File: src/rtl/apb_regfile_slave.sv
// rtl/apb_regfile_slave.sv - parametrised APB register file with wait states, byte strobes and error response
module apb_regfile_slave #(
    parameter int                  ADDR_WIDTH  = 8,
    parameter int                  DATA_WIDTH  = 32,
    parameter int                  NUM_REGS    = 8,
    parameter int                  WAIT_STATES = 1,
    parameter logic [NUM_REGS-1:0] RO_MASK     = '0
) (
    input  logic                           PCLK,
    input  logic                           PRESETn,
    input  logic                           PSEL,
    input  logic                           PENABLE,
    input  logic                           PWRITE,
    input  logic [ADDR_WIDTH-1:0]          PADDR,
    input  logic [DATA_WIDTH-1:0]          PWDATA,
    input  logic [DATA_WIDTH/8-1:0]        PSTRB,
    output logic [DATA_WIDTH-1:0]          PRDATA,
    output logic                           PREADY,
    output logic                           PSLVERR,
    output logic [NUM_REGS*DATA_WIDTH-1:0] reg_q,
    input  logic [NUM_REGS*DATA_WIDTH-1:0] hw_status,
    output logic [NUM_REGS-1:0]            reg_wr_stb
);

    localparam int         IDX_W     = ADDR_WIDTH - 2;
    localparam int         NB        = DATA_WIDTH / 8;
    localparam logic [3:0] WAIT_LOAD = 4'(WAIT_STATES);

    typedef enum logic {
        S_IDLE,
        S_ACCESS
    } state_t;

    state_t                r_state;
    state_t                w_state_nxt;
    logic [3:0]            r_wcnt;
    logic [3:0]            w_wcnt_nxt;
    logic [DATA_WIDTH-1:0] r_regs [NUM_REGS];
    logic [NUM_REGS-1:0]   r_wr_stb;

    logic [IDX_W-1:0]      w_idx;
    logic [NUM_REGS-1:0]   w_hit;
    logic                  w_in_range;
    logic                  w_ro;
    logic                  w_err;
    logic                  w_ready;
    logic                  w_complete;
    logic                  w_commit;
    logic [DATA_WIDTH-1:0] w_rd_word;
    logic                  w_unused_addr_lsbs;

    assign w_idx              = PADDR[ADDR_WIDTH-1:2];
    assign w_unused_addr_lsbs = ^PADDR[1:0];

    // One-hot word decode; an index past the last register hits nothing.
    always_comb begin
        w_hit = '0;
        for (int i = 0; i < NUM_REGS; i++) begin
            w_hit[i] = (w_idx == IDX_W'(i));
        end
    end

    assign w_in_range = |w_hit;
    assign w_ro       = |(w_hit & RO_MASK);
    assign w_err      = !w_in_range || (PWRITE && w_ro);

    always_ff @(posedge PCLK or negedge PRESETn) begin
        if (!PRESETn) begin
            r_state <= S_IDLE;
            r_wcnt  <= '0;
        end else begin
            r_state <= w_state_nxt;
            r_wcnt  <= w_wcnt_nxt;
        end
    end

    always_comb begin
        w_state_nxt = r_state;
        w_wcnt_nxt  = r_wcnt;
        case (r_state)
            S_IDLE: begin
                if (PSEL && !PENABLE) begin
                    w_state_nxt = S_ACCESS;
                    w_wcnt_nxt  = WAIT_LOAD;
                end
            end
            S_ACCESS: begin
                if (!PSEL) begin
                    w_state_nxt = S_IDLE;
                end else if (r_wcnt != 4'd0) begin
                    w_wcnt_nxt = r_wcnt - 4'd1;
                end else begin
                    w_state_nxt = S_IDLE;
                end
            end
            default: begin
                w_state_nxt = S_IDLE;
                w_wcnt_nxt  = '0;
            end
        endcase
    end

    // A deselected bus in the last access cycle is an abort: no error, no data, no write.
    assign w_ready    = (r_state == S_ACCESS) && (r_wcnt == 4'd0);
    assign w_complete = w_ready && PSEL && PENABLE;
    assign w_commit   = w_complete && PWRITE && !w_err;

    always_comb begin
        w_rd_word = '0;
        for (int i = 0; i < NUM_REGS; i++) begin
            if (w_hit[i]) begin
                w_rd_word = RO_MASK[i] ? hw_status[i*DATA_WIDTH +: DATA_WIDTH] : r_regs[i];
            end
        end
    end

    assign PREADY  = w_ready;
    assign PSLVERR = w_complete && w_err;
    assign PRDATA  = (w_complete && !PWRITE) ? w_rd_word : '0;

    always_ff @(posedge PCLK or negedge PRESETn) begin
        if (!PRESETn) begin
            for (int i = 0; i < NUM_REGS; i++) begin
                r_regs[i] <= '0;
            end
        end else if (w_commit) begin
            for (int i = 0; i < NUM_REGS; i++) begin
                if (w_hit[i] && !RO_MASK[i]) begin
                    for (int b = 0; b < NB; b++) begin
                        if (PSTRB[b]) begin
                            r_regs[i][8*b +: 8] <= PWDATA[8*b +: 8];
                        end
                    end
                end
            end
        end
    end

    always_ff @(posedge PCLK or negedge PRESETn) begin
        if (!PRESETn) begin
            r_wr_stb <= '0;
        end else begin
            r_wr_stb <= w_commit ? (w_hit & ~RO_MASK) : '0;
        end
    end

    assign reg_wr_stb = r_wr_stb;

    genvar gi;
    generate
        for (gi = 0; gi < NUM_REGS; gi++) begin : g_reg_q
            assign reg_q[gi*DATA_WIDTH +: DATA_WIDTH] = RO_MASK[gi] ? '0 : r_regs[gi];
        end
    endgenerate

endmodule

File: config.mk
export PLATFORM = sky130hd
export DESIGN_NAME = apb_regfile_slave
export DESIGN_NICKNAME = d
export VERILOG_FILES = /design/src/rtl/apb_regfile_slave.sv
export SDC_FILE = /design/constraint.sdc
export NUM_CORES = 1
export LEC_CHECK = 0
export ABC_AREA = 1
export BUFFER_PORTS_ARGS = -buffer_cell sky130_fd_sc_hd__buf_4
export CORE_AREA = 4 4 230 232
export CTS_CLUSTER_DIAMETER = 30
export CTS_CLUSTER_SIZE = 25
export DETAILED_ROUTE_END_ITERATION = 8
export DIE_AREA = 0 0 234 236
export GPL_ROUTABILITY_DRIVEN = 0
export GPL_TIMING_DRIVEN = 0
export MAX_ROUTING_LAYER = met4
export PLACE_DENSITY = 0.53
export SLEW_MARGIN = 20
export SYNTH_ARGS = -nofsm -noshare
export SYNTH_HDL_FRONTEND = slang
export SYNTH_SLANG_ARGS = --single-unit
File: constraint.sdc
create_clock -name PCLK -period 3.38 [get_ports PCLK]
set_input_delay 0.676 -clock PCLK [delete_from_list [all_inputs] [get_ports PCLK]]
set_output_delay 0.676 -clock PCLK [all_outputs]
set_load 0.01 [all_outputs]
==> metrics.txt, run 1 <==
synthesized netlist cell count 1392; Slew @ Worst Pin 627 ps; number of antenna violations at the first check in global routing 3; most frequent cells after synthesis sky130_fd_sc_hd__nand2_1, sky130_fd_sc_hd__dfrtp_1, sky130_fd_sc_hd__o21ai_1, sky130_fd_sc_hd__a21oi_1, sky130_fd_sc_hd__nand3_1; number of antenna-violating nets in the routed design 0; Yosys warnings 0; cell with the most instances after synthesis sky130_fd_sc_hd__nand2_1; total vias in the final route 12300; clock slew at the register clock pins of the worst setup and hold paths 40 ps; predominant post-synthesis flop cell sky130_fd_sc_hd__dfrtp_1; final-layout fill cell count 5086; Global Route Usage Sum 21.0%; Routed WL per cell 22.6 um; number of levels the H-tree was split into 3; fin nets 2130; cell area after synthesis 0.0126 mm2; worst-case vdd ir drop 371 uV; critical path data arrival time 2620 ps; fraction of final layout cells sized beyond drive strength 1 36.6%; master cell of the clock root buffer sky130_fd_sc_hd__clkbuf_16; Avg Vias per Cell 4.79; biggest area contributors in the synthesized netlist sky130_fd_sc_hd__dfrtp_1, sky130_fd_sc_hd__nand2_1, sky130_fd_sc_hd__o21ai_1; number of cells after detailed placement 2415; number of synthesized flops with an enable pin 0; number of cells in the finished layout apart from fillers 2559; register area 0.00673 mm2; total power density per cell area 561 mW/mm2; library cell occupying the most area in the post-synthesis netlist sky130_fd_sc_hd__dfrtp_1; number of remaining DRC errors 0; maximum root-to-sink buffer count 3; number of setup violations in the final report 0; class of the most critical setup path input pin to output port; DP Wirelength 43.7 mm; Synth Area per Inst 9.03 um2; sequential share of the synthesized area 53.5%; number of sinks on the clock net 269; result of the run completed; number of top-level design ports 603; wire length reported by the detailed router 57.7 mm; CP Max Fanout 10; Area growth syn-to-layout 50.0%; total clock buffers created by CTS 72; worst hold path type input pin to flop; async set-reset flop share out of synthesis 100%; smallest setup slack after layout 81.7 ps; flop and latch count out of synthesis 269; row count 83; area used by multi-input combinational logic 0.00523 mm2; number of I/O port buffers 340; initial core utilization 24.7%; Initial DRC Count 843; Hold Vio Cnt, Final 0; CTS tree done; tightest slew margin relative to the limit 58.2%; Tmin final 3300 ps; Pre-antenna DRT Iters 5; grt ovf 0; DIE WIDTH 234 um; Die ar. 0.0552 mm2; post-place setup slack -787 ps; element type at the critical path end output port; final critical-path share of the clock period 97.6%; startpoint kind of the worst setup timing path input pin; count of max-cap constraint violations 0; pin count of the biggest net entering global routing 93; static leakage power 9.43 nW; Core Box Area 0.0510 mm2; chip height 236 um; global-route wire length before repair 83.4 mm; proportion of netlist area held by the largest area contributor 53.5%; worst reg-to-reg setup slack 880 ps; worst skew pair latency 590 ps; max-slew violation count 0; number of distinct library cell variants in the gate-level netlist after synthesis 32; Critical Path RT 2700 ps; worst clock skew on the final layout 19.8 ps; maximum clock frequency 303 MHz; via count of the first global-routing pass 12400; Synth Net Count 1698
## sequential cells by signal (all words and copies together), names as in the netlist
register    cells
reg_q         256
reg_wr_stb      8
r_wcnt          4
r_state         1
## metal layers
layer | track usage, % | wire length [um] | vias up
met5 | - | 0 | -
met4 | 7.74 | 1680 | 0
met3 | 5.24 | 4710 | 103
met2 | 31.0 | 25700 | 550
met1 | 27.9 | 25600 | 6036
li1 | - | - | 5579
## critical path, cell delays in order
cell and delay, ps:
sky130_fd_sc_hd__buf_4 150, sky130_fd_sc_hd__inv_2 110, sky130_fd_sc_hd__nor2_1 210, sky130_fd_sc_hd__nand2_1 130, sky130_fd_sc_hd__nor2_4 270, sky130_fd_sc_hd__buf_6 210, sky130_fd_sc_hd__nand2_1 70, sky130_fd_sc_hd__nand3_1 120
sky130_fd_sc_hd__nand2_1 80, sky130_fd_sc_hd__nand3_1 100, sky130_fd_sc_hd__nand2_1 70, sky130_fd_sc_hd__a21oi_1 230, sky130_fd_sc_hd__buf_4 180
## per-stage QoR
step	power, mW	hold slack [ps]	TNS (ps)	area, um2	util (%)
final	10.6	469	0	18900	37.0
after global routing	10.9	486	-0.530	18900	37.0
after CTS	10.6	431	-25.0	18700	36.8
after detailed placement	3.74	491	-20730	16100	31.5
after global placement	3.71	488	-223780	16000	31.3
after floorplan	3.51	380	0	12600	-
## timing repair
action / 4_1_cts / 5_1_grt
resized for setup: 58 / 32
hold buffers: 1 / 0
cloned: 1 / 0
setup endpoints to repair: 32 / 30
pin swaps: 2 / 6
setup buffers: 6 / 8
hold endpoints to repair: 20 / 0
## power breakdown
part,switching (mW),leakage (nW),internal (mW)
Combinational,0.325,4.46,0.133
Clock,2.08,1.22,4.77
Sequential,0.0167,3.75,3.26
## final cells by class
type	count	area share [%]
inverters	54	1.10
clock buffers	94	10.8
flip-flops and latches	269	35.7
well taps	680	4.51
diodes	1	0.0133
clock inverters	34	2.17
plain buffers	71	3.24
repair buffers	359	14.7
multi-input cells	997	27.7
## worst paths after layout
| kind | to | cells past startpoint | startpoint |
|---|---|---|---|
| min in group asynchronous | r_wcnt[1] | 2 | PRESETn |
| min reg2reg | reg_q[195] | 2 | reg_q[195] |
| max in group asynchronous | reg_q[117] | 4 | PRESETn |
| min | reg_q[5] | 3 | PWDATA[5] |
| max reg2reg | reg_q[205] | 11 | r_wcnt[1] |
| max | PRDATA[9] | 13 | PADDR[2] |
## placed cells by master, fill, tap and decap left out, types with 12 or more instances in the layout
| cell | instances |
|---|---|
| sky130_fd_sc_hd__nor2_1 | 12 |
| sky130_fd_sc_hd__nand2_1 | 420 |
| sky130_fd_sc_hd__o21ai_0 | 32 |
| sky130_fd_sc_hd__clkbuf_8 | 16 |
| sky130_fd_sc_hd__clkinv_2 | 15 |
| sky130_fd_sc_hd__o21ai_1 | 224 |
| sky130_fd_sc_hd__buf_6 | 34 |
| sky130_fd_sc_hd__clkbuf_2 | 13 |
| sky130_fd_sc_hd__buf_4 | 361 |
| sky130_fd_sc_hd__o21ai_2 | 35 |
| sky130_fd_sc_hd__dfrtp_1 | 269 |
| sky130_fd_sc_hd__nand2_4 | 32 |
| sky130_fd_sc_hd__o211ai_1 | 25 |
| sky130_fd_sc_hd__a21oi_1 | 55 |
| sky130_fd_sc_hd__or2_0 | 19 |
| sky130_fd_sc_hd__clkbuf_16 | 73 |
| sky130_fd_sc_hd__or2_2 | 31 |
| sky130_fd_sc_hd__nand3_1 | 60 |
| sky130_fd_sc_hd__inv_1 | 43 |
## logic make-up after synthesis
group | after synthesis | synth area share, %
AO/OA/AOI/OAI | 390 | 17.3
adder cells (fa/ha/maj) | 1 | 0.0995
buffers and inverters | 126 | 5.83
flip-flops | 269 | 53.5
AND/OR/NAND/NOR | 606 | 23.3
No activity file was read; power rests on OpenSTA's default activity.
==> run 2: changes to the inputs <==
--- a/config.mk
+++ b/config.mk
@@ -5,7 +5,7 @@
 export SDC_FILE = /design/constraint.sdc
 export NUM_CORES = 1
 export LEC_CHECK = 0
-export ABC_AREA = 1
+export ABC_AREA = 0
 export BUFFER_PORTS_ARGS = -buffer_cell sky130_fd_sc_hd__buf_4
 export CORE_AREA = 4 4 230 232
 export CTS_CLUSTER_DIAMETER = 30
@@ -16,7 +16,6 @@
 export GPL_TIMING_DRIVEN = 0
 export MAX_ROUTING_LAYER = met4
 export PLACE_DENSITY = 0.53
-export SLEW_MARGIN = 20
 export SYNTH_ARGS = -nofsm -noshare
 export SYNTH_HDL_FRONTEND = slang
 export SYNTH_SLANG_ARGS = --single-unit
==> run 2 against run 1 <==
- clock skew shrank 4.4 ps
- critical path depth shrank 5
- power grew 5.5%
- cell area grew 0.66%
- sequential share of layout area decreased by 0.23 points
- die area is the same
- synthesized cell count decreased by 33%
- non-clock buffer count down 28
- routed wire length decreased by 6.6%
- clock power rose by 7.3%
==> metrics.txt, run 2 <==
number of flip-flops in the largest register 256 (unchanged); Critical Path RT 2700 ps (about the same); tightest slew margin relative to the limit 47.0% (-11 points); Tmin final 3270 ps (-23.5 ps); number of cells in the finished layout apart from fillers 2101 (-18%); Core Util, Final 37.2% (+0.24 points); cell area after synthesis 0.0126 mm2 (+0.25%); part of the power in the clock network 65.8% (+1.1 points); predominant post-synthesis flop cell sky130_fd_sc_hd__dfrtp_1; area used by multi-input combinational logic 0.00564 mm2 (+7.7%); Post-Synth Adder-Cell Area 0.0992% (-0.00025 points); post-route total power 11.2 mW (+5.5%); switching fraction of total power 22.0% (-0.88 points); Routed WL per cell 25.7 um (+14%); number of setup violations in the final report 0 (unchanged); biggest area contributors in the synthesized netlist sky130_fd_sc_hd__dfrtp_1, sky130_fd_sc_hd__mux2_2, sky130_fd_sc_hd__mux4_2; master cell of the clock root buffer sky130_fd_sc_hd__clkbuf_16; library cell occupying the most area in the post-synthesis netlist sky130_fd_sc_hd__dfrtp_1; Global Route Usage Sum 19.6% (-1.4 points); async set-reset flop share out of synthesis 100% (unchanged); static leakage power 9.52 nW (+0.95%); result of the run completed; startpoint kind of the worst setup timing path input pin; final critical-path share of the clock period 96.9% (-0.69 points); CTS tree done; worst reg-to-reg setup slack 800 ps (-80 ps); cell breakdown of the critical path buf_4 -> nor4b_4 -> buf_4 -> clkbuf_2 -> clkbuf_2 -> o2111ai_1 -> a31oi_4 -> buf_4; flop and latch count out of synthesis 269 (unchanged); simple-gate area share of the yosys netlist 9.25% (-14 points); number of distinct library cell variants in the gate-level netlist after synthesis 39 (+22%); DP Wirelength 38.6 mm (-12%); final-layout fill cell count 4976 (-2.2%); Max stage delay cell, worst path sky130_fd_sc_hd__clkbuf_2; maximum root-to-sink buffer count 3 (unchanged); most frequent cells in the layout sky130_fd_sc_hd__buf_4, sky130_fd_sc_hd__dfrtp_1, sky130_fd_sc_hd__mux2_2, sky130_fd_sc_hd__clkbuf_16, sky130_fd_sc_hd__nand2_1; Pre-antenna DRT Iters 5 (unchanged); number of sinks on the clock net 269 (unchanged); Hold Vio Cnt, Final 0 (unchanged); number of antenna-violating nets in the routed design 0 (unchanged); worst-case vdd ir drop 528 uV (+42%); count of max-cap constraint violations 0 (unchanged); Synth Area per Inst 13.5 um2 (+49%); synthesized netlist cell count 937 (-33%); proportion of netlist area held by the largest area contributor 53.4% (-0.13 points); most frequent cells after synthesis sky130_fd_sc_hd__dfrtp_1, sky130_fd_sc_hd__mux2_2, sky130_fd_sc_hd__nand2_1, sky130_fd_sc_hd__mux4_2, sky130_fd_sc_hd__inv_1; Cell Int Power 8.71 mW (+6.7%); Avg Vias per Cell 4.85 (+1.2%); total vias in the final route 10200 (-17%); number of remaining DRC errors 0 (unchanged); clock slew at the register clock pins of the worst setup and hold paths 40 ps (about the same); wire length reported by the detailed router 53.9 mm (-6.6%); total power density per cell area 588 mW/mm2 (+4.8%); global-route wire length before repair 76.2 mm (-8.7%); relative contribution of combinational cells to total power 4.7% (+0.4 points); net load switching power 2.45 mW (+1.4%); critical path data arrival time 2600 ps (-20 ps); Die ar. 0.0552 mm2 (unchanged); worst clock skew on the final layout 15.4 ps (-4.40 ps); main combinational cell family by area after synthesis multiplexers; maximum clock frequency 305 MHz (+0.72%); smallest setup slack after layout 105 ps (+23.5 ps); post-place setup slack -813 ps (-25.8 ps); setup total negative slack 0 ps (unchanged); setup repair after global routing missed its margin false; grt ovf 0 (unchanged); number of I/O port buffers 342 (+0.59%); Initial DRC Count 562 (-33%); number of top-level design ports 603 (unchanged); Max stage delay on crit path 350 ps (+80 ps); Slew @ Worst Pin 795 ps (+168 ps); worst hold path type input pin to asynchronous set/reset pin; worst skew pair latency 580 ps (about the same); Buffers & Inverters on Critical Path 5 (+1); number of cells after detailed placement 1961 (-19%); pin count of the biggest net entering global routing 110 (+18%); element type at the critical path end output port; xor-xnor portion of the synthesized cell area 0% (unchanged); cell with the most instances after synthesis sky130_fd_sc_hd__dfrtp_1; Area growth syn-to-layout 50.6%; total clock buffers created by CTS 74 (+2.8%); number of synthesized flops with an enable pin 0 (unchanged); number of levels the H-tree was split into 3 (unchanged); via count of the first global-routing pass 10500 (-16%); cell family with most CP delay buffers and inverters; sequential share of the synthesized area 53.4% (-0.13 points); proportion of synthesized area in mux cells 29.4% (+29 points); Core Box Area 0.0510 mm2 (unchanged); initial core utilization 24.7% (+0.061 points); max-slew violation count 0 (unchanged); CP Max Fanout 10 (unchanged); register area 0.00673 mm2 (unchanged); class of the most critical setup path input pin to output port; Synth Net Count 1243 (-27%); number of antenna violations at the first check in global routing 2 (-1); commonest non-fill, non-tap cell in the layout sky130_fd_sc_hd__buf_4; Yosys warnings 0 (unchanged); row count 83 (unchanged); sequential group share of total power 29.5% (-1.5 points); complex-gate fraction of the synthesized area 4.90% (-12 points); fin nets 1668 (-22%); post-route cell area 0.0190 mm2 (+0.66%); Final Hold Slack 69.7 ps (-399 ps); area post-placement 0.0161 mm2 (+0.12%); fraction of final layout cells sized beyond drive strength 1 60.6% (+24 points); chip height 236 um (unchanged); dominant cell type by count on the critical path sky130_fd_sc_hd__buf_4; DIE WIDTH 234 um (unchanged)
## run 2: timing repair
action / in CTS / in global routing
pin swaps: 2 / 1
setup buffers: 3 / 2
hold buffers: 0 / 0
endpoints found under the setup margin: 32 / 24
gates resized for setup: 58 / 9
## run 2: final cells by class
class / count / share of cell area, %
antenna: 1 / 0.0132
buffer: 52 / 1.75
sequential: 269 / 35.5
clock buffer: 101 / 11.2
inverter: 31 / 0.613
clock inverter: 33 / 2.72
tap: 680 / 4.48
timing repair buffer: 350 / 14.1
multi-input combinational: 584 / 29.7
## run 2: cells by family after synthesis
kind of cell / count (synthesis)
AO/OA/AOI/OAI: 93
adder cells (fa/ha/maj): 1
buffers and inverters: 84
flip-flops: 269
multiplexers: 298
AND/OR/NAND/NOR: 192
## run 2: power by group through the flow
stage / Sequential, mW / Clock [mW] / Combinational, mW
finish: 3.29 / 7.34 / 0.525
global route: 3.29 / 7.66 / 0.576
CTS: 3.29 / 7.48 / 0.526
detailed placement: 3.34 / 0 / 0.508
global placement: 3.33 / 0 / 0.488
floorplan: 3.33 / 0 / 0.211
## run 2: path summary, 6_finish.rpt
check,from,end,cells after the start
max,PADDR[6],PRDATA[1],8
min,PRESETn,reg_q[109],1
max reg2reg,r_wcnt[0],reg_q[36],8
min reg2reg,reg_q[223],reg_q[223],1
max in group asynchronous,PRESETn,reg_q[162],2
min in group PCLK,PWDATA[21],reg_q[149],2
## run 2: metal layers
layer / routed length (um) / share of wire [%] / GRT usage, % / vias up
li1: - / - / - / 4399
met1: 24500 / 46 / 27.0 / 5245
met2: 22200 / 41 / 26.1 / 458
met3: 5980 / 11 / 8.99 / 87
met4: 1220 / 2.3 / 5.10 / 0
met5: 0 / 0 / - / -
